File: config.mk
export PLATFORM = sky130hd
export DESIGN_NAME = video_stream_rx
export DESIGN_NICKNAME = d
export VERILOG_FILES = /design/src/rtl/video_stream_rx_pkg.sv /design/src/rtl/video_sync_edge.sv /design/src/rtl/video_stream_rx.sv
export SDC_FILE = /design/constraint.sdc
export NUM_CORES = 1
export LEC_CHECK = 0
export ABC_AREA = 1
export CORE_MARGIN = 2
export CORE_UTILIZATION = 47
export DETAILED_ROUTE_END_ITERATION = 6
export DONT_BUFFER_PORTS = 1
export SLEW_MARGIN = 5
export SYNTH_ARGS = -nofsm -noshare
export SYNTH_HDL_FRONTEND = slang
export SYNTH_SLANG_ARGS = --single-unit
export TNS_END_PERCENT = 20
File: constraint.sdc
create_clock -name clk -period 5 [get_ports clk]
set_input_delay 0.5 -clock clk [delete_from_list [all_inputs] [get_ports clk]]
set_output_delay 0.5 -clock clk [all_outputs]
set_load 0.01 [all_outputs]
File: src/rtl/video_stream_rx_pkg.sv
// Shared types and constants for the video_stream_rx receive path.
package video_stream_rx_pkg;

  typedef enum logic {
    S_IDLE  = 1'b0,
    S_FRAME = 1'b1
  } state_t;

  localparam int unsigned FRAME_CNT_W = 16;
  localparam int unsigned CNT_W_DEF   = 12;

endpackage

File: src/rtl/video_sync_edge.sv
// Two-stage capture of the sync/enable lines with frame-start and line-end edge detect.
module video_sync_edge (
  input  logic clk,
  input  logic rst,
  input  logic de,
  input  logic vsync,
  input  logic hsync,
  output logic de_s1,
  output logic de_s2,
  output logic vsync_s1,
  output logic vsync_s2,
  output logic hsync_s1,
  output logic vs_rise,
  output logic de_fall
);

  always_ff @(posedge clk or posedge rst) begin
    if (rst) begin
      de_s1    <= 1'b0;
      de_s2    <= 1'b0;
      vsync_s1 <= 1'b0;
      vsync_s2 <= 1'b0;
      hsync_s1 <= 1'b0;
    end else begin
      de_s1    <= de;
      de_s2    <= de_s1;
      vsync_s1 <= vsync;
      vsync_s2 <= vsync_s1;
      hsync_s1 <= hsync;
    end
  end

  assign vs_rise = vsync_s1 & ~vsync_s2;
  assign de_fall = de_s2 & ~de_s1;

endmodule

File: src/rtl/video_stream_rx.sv
// Parallel rgb/de/vsync receiver: framed pixel stream with SOF/EOL plus frame geometry check.
module video_stream_rx
  import video_stream_rx_pkg::*;
#(
  parameter int unsigned DATA_W   = 24,
  parameter int unsigned H_ACTIVE = 640,
  parameter int unsigned V_ACTIVE = 480,
  parameter int unsigned CNT_W    = CNT_W_DEF
) (
  input  logic                   clk,
  input  logic                   rst,
  input  logic [DATA_W-1:0]      rgb,
  input  logic                   de,
  input  logic                   vsync,
  input  logic                   hsync,
  output logic [DATA_W-1:0]      m_data,
  output logic                   m_valid,
  output logic                   m_sof,
  output logic                   m_eol,
  output logic [CNT_W-1:0]       meas_h,
  output logic [CNT_W-1:0]       meas_v,
  output logic                   meas_valid,
  output logic                   err_h,
  output logic                   err_v,
  output logic                   locked,
  output logic [FRAME_CNT_W-1:0] frame_cnt
);

  localparam logic [CNT_W-1:0] H_EXP   = CNT_W'(H_ACTIVE);
  localparam logic [CNT_W-1:0] V_EXP   = CNT_W'(V_ACTIVE);
  localparam logic [CNT_W-1:0] CNT_MAX = '1;

  state_t state, state_next;

  logic [DATA_W-1:0] rgb_s1;
  logic de_s1, de_s2, vsync_s1, vsync_s2, hsync_s1_unused, vs_rise, de_fall;

  logic             drop, sof_pend, h_err;
  logic [CNT_W-1:0] pix_cnt, line_cnt, last_len;

  logic             in_frame, fwd, line_end, close, h_bad, h_err_next, err_v_next;
  logic [CNT_W-1:0] line_cnt_next, last_len_next;

  video_sync_edge u_sync (
    .clk      (clk),
    .rst      (rst),
    .de       (de),
    .vsync    (vsync),
    .hsync    (hsync),
    .de_s1    (de_s1),
    .de_s2    (de_s2),
    .vsync_s1 (vsync_s1),
    .vsync_s2 (vsync_s2),
    .hsync_s1 (hsync_s1_unused),
    .vs_rise  (vs_rise),
    .de_fall  (de_fall)
  );

  always_ff @(posedge clk or posedge rst) begin
    if (rst) state <= S_IDLE;
    else     state <= state_next;
  end

  always_comb begin
    state_next = state;
    if (vs_rise) state_next = S_FRAME;
  end

  // A vsync edge inside a de burst ends the line at the stage-2 pixel; the
  // stage-1 pixel and the rest of that burst belong to no frame and are dropped.
  always_comb begin
    in_frame      = (state == S_FRAME);
    fwd           = de_s1 & (vs_rise ? ~de_s2 : (in_frame & ~drop));
    line_end      = in_frame & ~drop & (de_fall | (vs_rise & de_s1 & de_s2));
    close         = in_frame & vs_rise;
    h_bad         = (pix_cnt != H_EXP) | (pix_cnt == CNT_MAX);
    h_err_next    = h_err | (line_end & h_bad);
    line_cnt_next = (line_end && line_cnt != CNT_MAX) ? line_cnt + 1'b1 : line_cnt;
    last_len_next = line_end ? pix_cnt : last_len;
    err_v_next    = (line_cnt_next != V_EXP) | (line_cnt_next == CNT_MAX);
  end

  assign m_eol = m_valid & (~de_s1 | vs_rise);

  always_ff @(posedge clk or posedge rst) begin
    if (rst) begin
      rgb_s1     <= '0;
      m_data     <= '0;
      m_valid    <= 1'b0;
      m_sof      <= 1'b0;
      meas_valid <= 1'b0;
      drop       <= 1'b0;
      sof_pend   <= 1'b0;
      pix_cnt    <= '0;
      line_cnt   <= '0;
      last_len   <= '0;
      h_err      <= 1'b0;
      meas_h     <= '0;
      meas_v     <= '0;
      err_h      <= 1'b0;
      err_v      <= 1'b0;
      locked     <= 1'b0;
      frame_cnt  <= '0;
    end else begin
      rgb_s1     <= rgb;
      m_valid    <= fwd;
      m_sof      <= fwd & (sof_pend | vs_rise);
      meas_valid <= close;
      if (fwd) m_data <= rgb_s1;

      if (vs_rise) begin
        pix_cnt  <= fwd ? CNT_W'(1) : '0;
        line_cnt <= '0;
        last_len <= '0;
        h_err    <= 1'b0;
        drop     <= de_s1 & de_s2;
        sof_pend <= ~fwd;
      end else begin
        line_cnt <= line_cnt_next;
        last_len <= last_len_next;
        h_err    <= h_err_next;
        if (!de_s1) drop <= 1'b0;
        if (fwd) sof_pend <= 1'b0;
        if (line_end)                          pix_cnt <= '0;
        else if (fwd && pix_cnt != CNT_MAX)    pix_cnt <= pix_cnt + 1'b1;
      end

      // Close uses the post-line-accounting values so a line ending on the
      // same cycle as vsync is part of the frame being closed.
      if (close) begin
        meas_h    <= last_len_next;
        meas_v    <= line_cnt_next;
        err_h     <= h_err_next;
        err_v     <= err_v_next;
        locked    <= ~(h_err_next | err_v_next);
        frame_cnt <= frame_cnt + 1'b1;
      end
    end
  end

endmodule

# Word level (Yosys, flattened, before mapping)
# Index checks and enable logic that the tools add are counted.
[op_classes] bitwise_logic=25 add_sub_neg=3 eq_ne=7 mux=14 reduce_logical=4
[op_table] cell="$mux W12" count=7
[op_table] cell="$add A12 B1 Y12 const B" count=2
[op_table] cell="$eq A12 B12 Y1 const B" count=2
[op_table] cell="$ne A12 B12 Y1 const B" count=2
[op_table] cell="$add A16 B1 Y16 const B" count=1
[op_table] cell="$and A1 B1 Y1" count=12
[op_table] cell="$ne A12 B10 Y1 const B" count=1
[op_table] cell="$ne A12 B9 Y1 const B" count=1
[op_table] cell="$mux W1" count=7
[op_table] cell="$or A1 B1 Y1" count=7
[op_table] cell="$not A1 Y1" count=6
[op_table] cell="$reduce_bool A3 Y1" count=1
[op_table] cell="$logic_and A1 B1 Y1" count=2
[op_table] cell="$ne A2 B2 Y1 const B" count=1
[op_table] cell="$reduce_bool A2 Y1" count=1
[totals] regBits=138 in_bits=29 output_inout_bits=71

# Longest topological paths before layout
[depth] ltp_word=12 depth_mapped=14 mapped_depth_nobuf=14

# Modules after synthesis
# From an unflattened synthesis, not the netlist that was laid out.
[hier_totals] hier_cells=604 area_unflattened_um2=5666.7
[modules_own_cells] mod="video_stream_rx" area_each_um2=5517.8 cells_each=594 seq_area_each_um2=3353.2 instances=1
[modules_own_cells] mod="video_sync_edge" area_each_um2=148.9 cells_each=10 seq_area_each_um2=125.1 instances=1

# Worst setup path after synthesis
# OpenSTA, ideal clock, no wires.
[synth_path] path_type="register to register" startpoint="reg line_cnt[0]" endpoint="reg err_v" setup_time_ns=0.117 path_slack_ns=3.276 t_required_ns=4.883 period_less_slack_ns=1.724 path_buffers=1 path_stages_with_launch=14 arrival_time_ns=1.607 path_cell_list="dfrtp_1 ha_1 inv_1 nor2_4 nand3_4 nand2_4 buf_6 nand2_1 nand2_2 nand2_1 nor2_1 nand2_1 nand2_1 nand2_1"
[synth_via] elab_chain_cells=5
[synth_lines] item="from (decl)" line_no="video_stream_rx.sv:39" text="logic [CNT_W-1:0] pix_cnt, line_cnt, last_len;"
[synth_lines] item="from (signal assigned)" line_no="video_stream_rx.sv:119" text="line_cnt <= line_cnt_next;"
[synth_lines] item="parallel branches: the longest is 2 deep, another holds $add A12 B1 Y12"
[synth_lines] item="$mux W12 *" line_no="video_stream_rx.sv:78" text="line_cnt_next = (line_end && line_cnt != CNT_MAX) ? line_cnt + 1'b1 : line_cnt;"
[synth_lines] item="$ne A12 B9 Y1 / $eq A12 B12 Y1 (equally long branches)" line_no="video_stream_rx.sv:80" text="err_v_next = (line_cnt_next != V_EXP) | (line_cnt_next == CNT_MAX);"
[synth_lines] item="$or A1 B1 Y1 *" line_no="video_stream_rx.sv:80"
[synth_lines] item="to (signal assigned)" line_no="video_stream_rx.sv:134" text="err_v <= err_v_next;"
[synth_lines] item="to (decl)" line_no="video_stream_rx.sv:24" text="output logic err_v,"
# Mark *: on every way between the ends.
# A chain may end at the register's enable or synchronous reset.

# Worst setup path after layout
[layout_path] startpoint="reg u_sync.vsync_s2" endpoint="reg frame_cnt[13]"
[layout_via] elab_chain_cells=3
[layout_lines] item="from (decl)" line_no="video_sync_edge.sv:11" text="output logic vsync_s2,"
[layout_lines] item="from (signal assigned)" line_no="video_sync_edge.sv:28" text="vsync_s2 <= vsync_s1;"
[layout_lines] item="$not A1 Y1" line_no="video_sync_edge.sv:33" text="assign vs_rise = vsync_s1 & ~vsync_s2;"
[layout_lines] item="$and A1 B1 Y1" line_no="video_sync_edge.sv:33"
[layout_lines] item="$and A1 B1 Y1" line_no="video_stream_rx.sv:75" text="close = in_frame & vs_rise;"
[layout_lines] item="to (signal assigned)" line_no="video_stream_rx.sv:136" text="frame_cnt <= frame_cnt + 1'b1;"
[layout_lines] item="to (decl)" line_no="video_stream_rx.sv:26" text="output logic [FRAME_CNT_W-1:0] frame_cnt"
# Every way passes these cells.

==> flow_summary.json <==
{
  "r2r-end": "frame_cnt[13]",
  "synth_top_family_by_area": "simple AND/OR/NAND/NOR gates",
  "ys_warn_count": 0,
  "antenna_found_initial": 0,
  "worstSetupEndpointType": "flop",
  "post-route-util_pct": 55.2,
  "grt_pass1_vias": 3873,
  "p_int_mw": 2.15,
  "fp.coreArea_sq_mm": 0.0116,
  "die-area_sq_mm": 0.0129,
  "post_cts.repair.setup_buffers": 0,
  "critPathRequiredTime_ns": 5.29,
  "fin_nets": 651,
  "wl_met3_microns": 757,
  "cp-endpoint": "frame_cnt[13]",
  "hold_class": "in -> reg",
  "min_from": "rgb[0]",
  "power_switching_mw": 0.779,
  "dp.final_hpwl_microns": 7000,
  "ys_types": 33,
  "cts_resized": 0,
  "die_w_microns": 113,
  "ctsRootBufferMaster": "clkbuf_16",
  "finalClockSkew_ns": 0.00768,
  "numPortBuffers": 0,
  "clk_pin_slew_ns": 0.06,
  "finalCritPeriodShare_pct": 61.8,
  "gp_congestion": 0.855,
  "wl_per_cell_microns": 13.8,
  "grt_use_total_pct": 18.3,
  "finalCriticalPeriod_ns": 3.09,
  "grt_overflow": 0,
  "synth.avg_cell_area_sq_um": 9.17,
  "reg2reg_depth": 9,
  "fmax_mhz": 324,
  "critPathMaxFanout": 55,
  "power_frac_clock_pct": 44.6,
  "die_h_microns": 113,
  "first_iter_violations": 231,
  "synthMuxAreaShare_pct": 0.533,
  "pin_count": 100,
  "p_comb_share_pct": 8.3,
  "power_frac_seq_pct": 47.1,
  "worstSkewPairLatency_ns": 0.41,
  "clk_path_buf_depth": 2,
  "synth-seq-area-share_pct": 61.3,
  "start_util_pct": 48.7,
  "syn_inst": 614,
  "cp.arrival_ns": 3.37,
  "synth-simple-area-share_pct": 23.6,
  "final_common_cell": "nand2_1",
  "final_area_sq_mm": 0.00638,
  "setup_viol_count_final": 0,
  "synthXorXnorAreaFrac_pct": 2.33,
  "ctsHtreeMaxLevel": 4,
  "routed.top_layer": "met4",
  "whs_ns": 0.110,
  "setup.worst_path.start_class": "flop",
  "p_leak_nw": 3.18,
  "tightestPinTransition_ns": 0.889,
  "cts_hold_buf": 0,
  "layout_common_cells": "nand2_1 (195), dfrtp_1 (138), nor2_1 (57), inv_1 (54), o21ai_0 (39)",
  "status": "completed",
  "syn_to_final_growth_pct": 13.3,
  "synthesis.nets": 647,
  "syn-cell-area_sq_mm": 0.00563,
  "rrSetupSlack_ns": 1.91,
  "met2WireLength_microns": 4880,
  "cts_tree": "yes",
  "vias": 3863,
  "row_count": 39,
  "wirelength_met1_microns": 4900,
  "n_antenna_cell": 0,
  "finalHoldViolCount": 0,
  "dr.pass1.iters": 4,
  "relSlewSlack_pct": 40.5,
  "power_per_cell_area_mw_per_mm2": 459,
  "numCtsBuffers": 17,
  "peakVddDrop_mv": 0.254,
  "report.final.slew_viol_count": 0,
  "ant_nets": 0,
  "viasPerCell": 4.99,
  "rr_startpoint": "u_sync.vsync_s2",
  "setup-tns-final_ns": 0,
  "placed_area_sq_mm": 0.00575,
  "drive_gt1_share_pct": 9.83,
  "drc": 0,
  "synth_compound_area_share_pct": 5.82,
  "cts.sinks": 138,
  "critical_path_class": "reg -> reg",
  "synth_adder_area_share_pct": 0.889,
  "routed_wl_microns": 10700,
  "drv_cap": 0,
  "grt_pass1_wl_microns": 18400,
  "grt_max_degree": 96,
  "critPathLaunch": "u_sync.vsync_s2",
  "rsz0062_at_grt": "false",
  "ys_ff_latch": 138,
  "p_sw_share_pct": 26.6
}
-- stage by stage --
| stage | std cells | worst slack [ns] | total power [mW] |
|---|---|---|---|
| floorplan | 614 | 0.804 | 1.57 |
| global placement | 742 | 1.93 | 1.64 |
| detailed placement | 742 | 1.83 | 1.65 |
| CTS | 774 | 1.83 | 2.97 |
| global route | 774 | 1.47 | 3.08 |
| finish | 774 | 1.91 | 2.93 |
-- sequential cells by signal, indices dropped and copies added, names as in the netlist, 12 cells and up --
| register | cells |
|---|---|
| m_data | 24 |
| rgb_s1 | 24 |
| frame_cnt | 16 |
| last_len | 12 |
| line_cnt | 12 |
| meas_h | 12 |
| meas_v | 12 |
| pix_cnt | 12 |
-- worst min-delay path by stage --
stage | to | depth (start not counted)
floorplan | u_sync.vsync_s2 | 0
CTS | rgb_s1[5] | 0
global route | rgb_s1[5] | 0
global placement | u_sync.vsync_s2 | 0
detailed placement | u_sync.vsync_s2 | 0
finish | rgb_s1[0] | 0
-- power by group through the flow --
stage	registers (mW)	clock network, mW	logic [mW]
floorplan	1.37	0	0.204
global placement	1.40	0	0.238
detailed placement	1.40	0	0.247
CTS	1.39	1.33	0.249
global route	1.40	1.39	0.291
finish	1.38	1.31	0.243
-- cell type report --
type	count	area (sq um)
well taps	143	179
fillers	1063	5180
repair buffers	3	22.5
clock buffers	20	467
flip-flops and latches	138	3450
multi-input cells	398	1870
inverters	60	230
clock inverters	12	164
-- synthesized netlist by cell type --
cell type | count | area (sq um)
nand4_1 | 5 | 31.3
a21oi_1 | 12 | 60.1
nand3b_1 | 1 | 7.51
nor3_1 | 6 | 30.0
xnor2_1 | 5 | 43.8
o22ai_1 | 1 | 6.26
inv_2 | 5 | 18.8
o21ai_0 | 39 | 195
xor2_1 | 10 | 87.6
nor2_2 | 7 | 43.8
ha_1 | 4 | 50.1
or2_1 | 1 | 6.26
o21bai_1 | 1 | 7.51
nor3_2 | 1 | 10.0
clkbuf_1 | 10 | 37.5
buf_1 | 3 | 11.3
o21ai_1 | 5 | 25.0
o21a_1 | 1 | 7.51
nand2_1 | 195 | 732
nor2_4 | 3 | 33.8
a21oi_2 | 2 | 17.5
buf_2 | 3 | 15.0
nor4_1 | 2 | 12.5
inv_1 | 55 | 206
nor2_1 | 57 | 214
mux2i_1 | 3 | 30.0
nand2_4 | 1 | 11.3
nand2_2 | 5 | 31.3
o21ai_2 | 1 | 8.76
nand3_1 | 29 | 145
nand3_4 | 1 | 17.5
buf_6 | 2 | 22.5
dfrtp_1 | 138 | 3450
-- layer usage --
layer,track usage (%),vias to the layer above
met5,0,-
met3,7.01,17
met2,28.0,95
met1,23.1,1823
met4,8.70,0
li1,-,1928
-- cell families (layout without fill, tap and decap cells) --
family,Yosys count,in the layout
fa+ha+maj,4,4
simple gates,314,314
buf+inv,78,95
compound gates,62,62
flops,138,138
xor+xnor,15,15
mux,3,3
-- worst max-delay path, cell delays in order (launching register included) --
cell and delay, ns:
dfrtp_1 0.39, nor2_4 0.63, nand2_2 0.73, nor2_1 0.35, nand2_1 0.12, nor3_2 0.18
nand2_1 0.16, nor2_2 0.14, nand3_1 0.10, xnor2_1 0.15
Power figures use the tool's default switching activity.
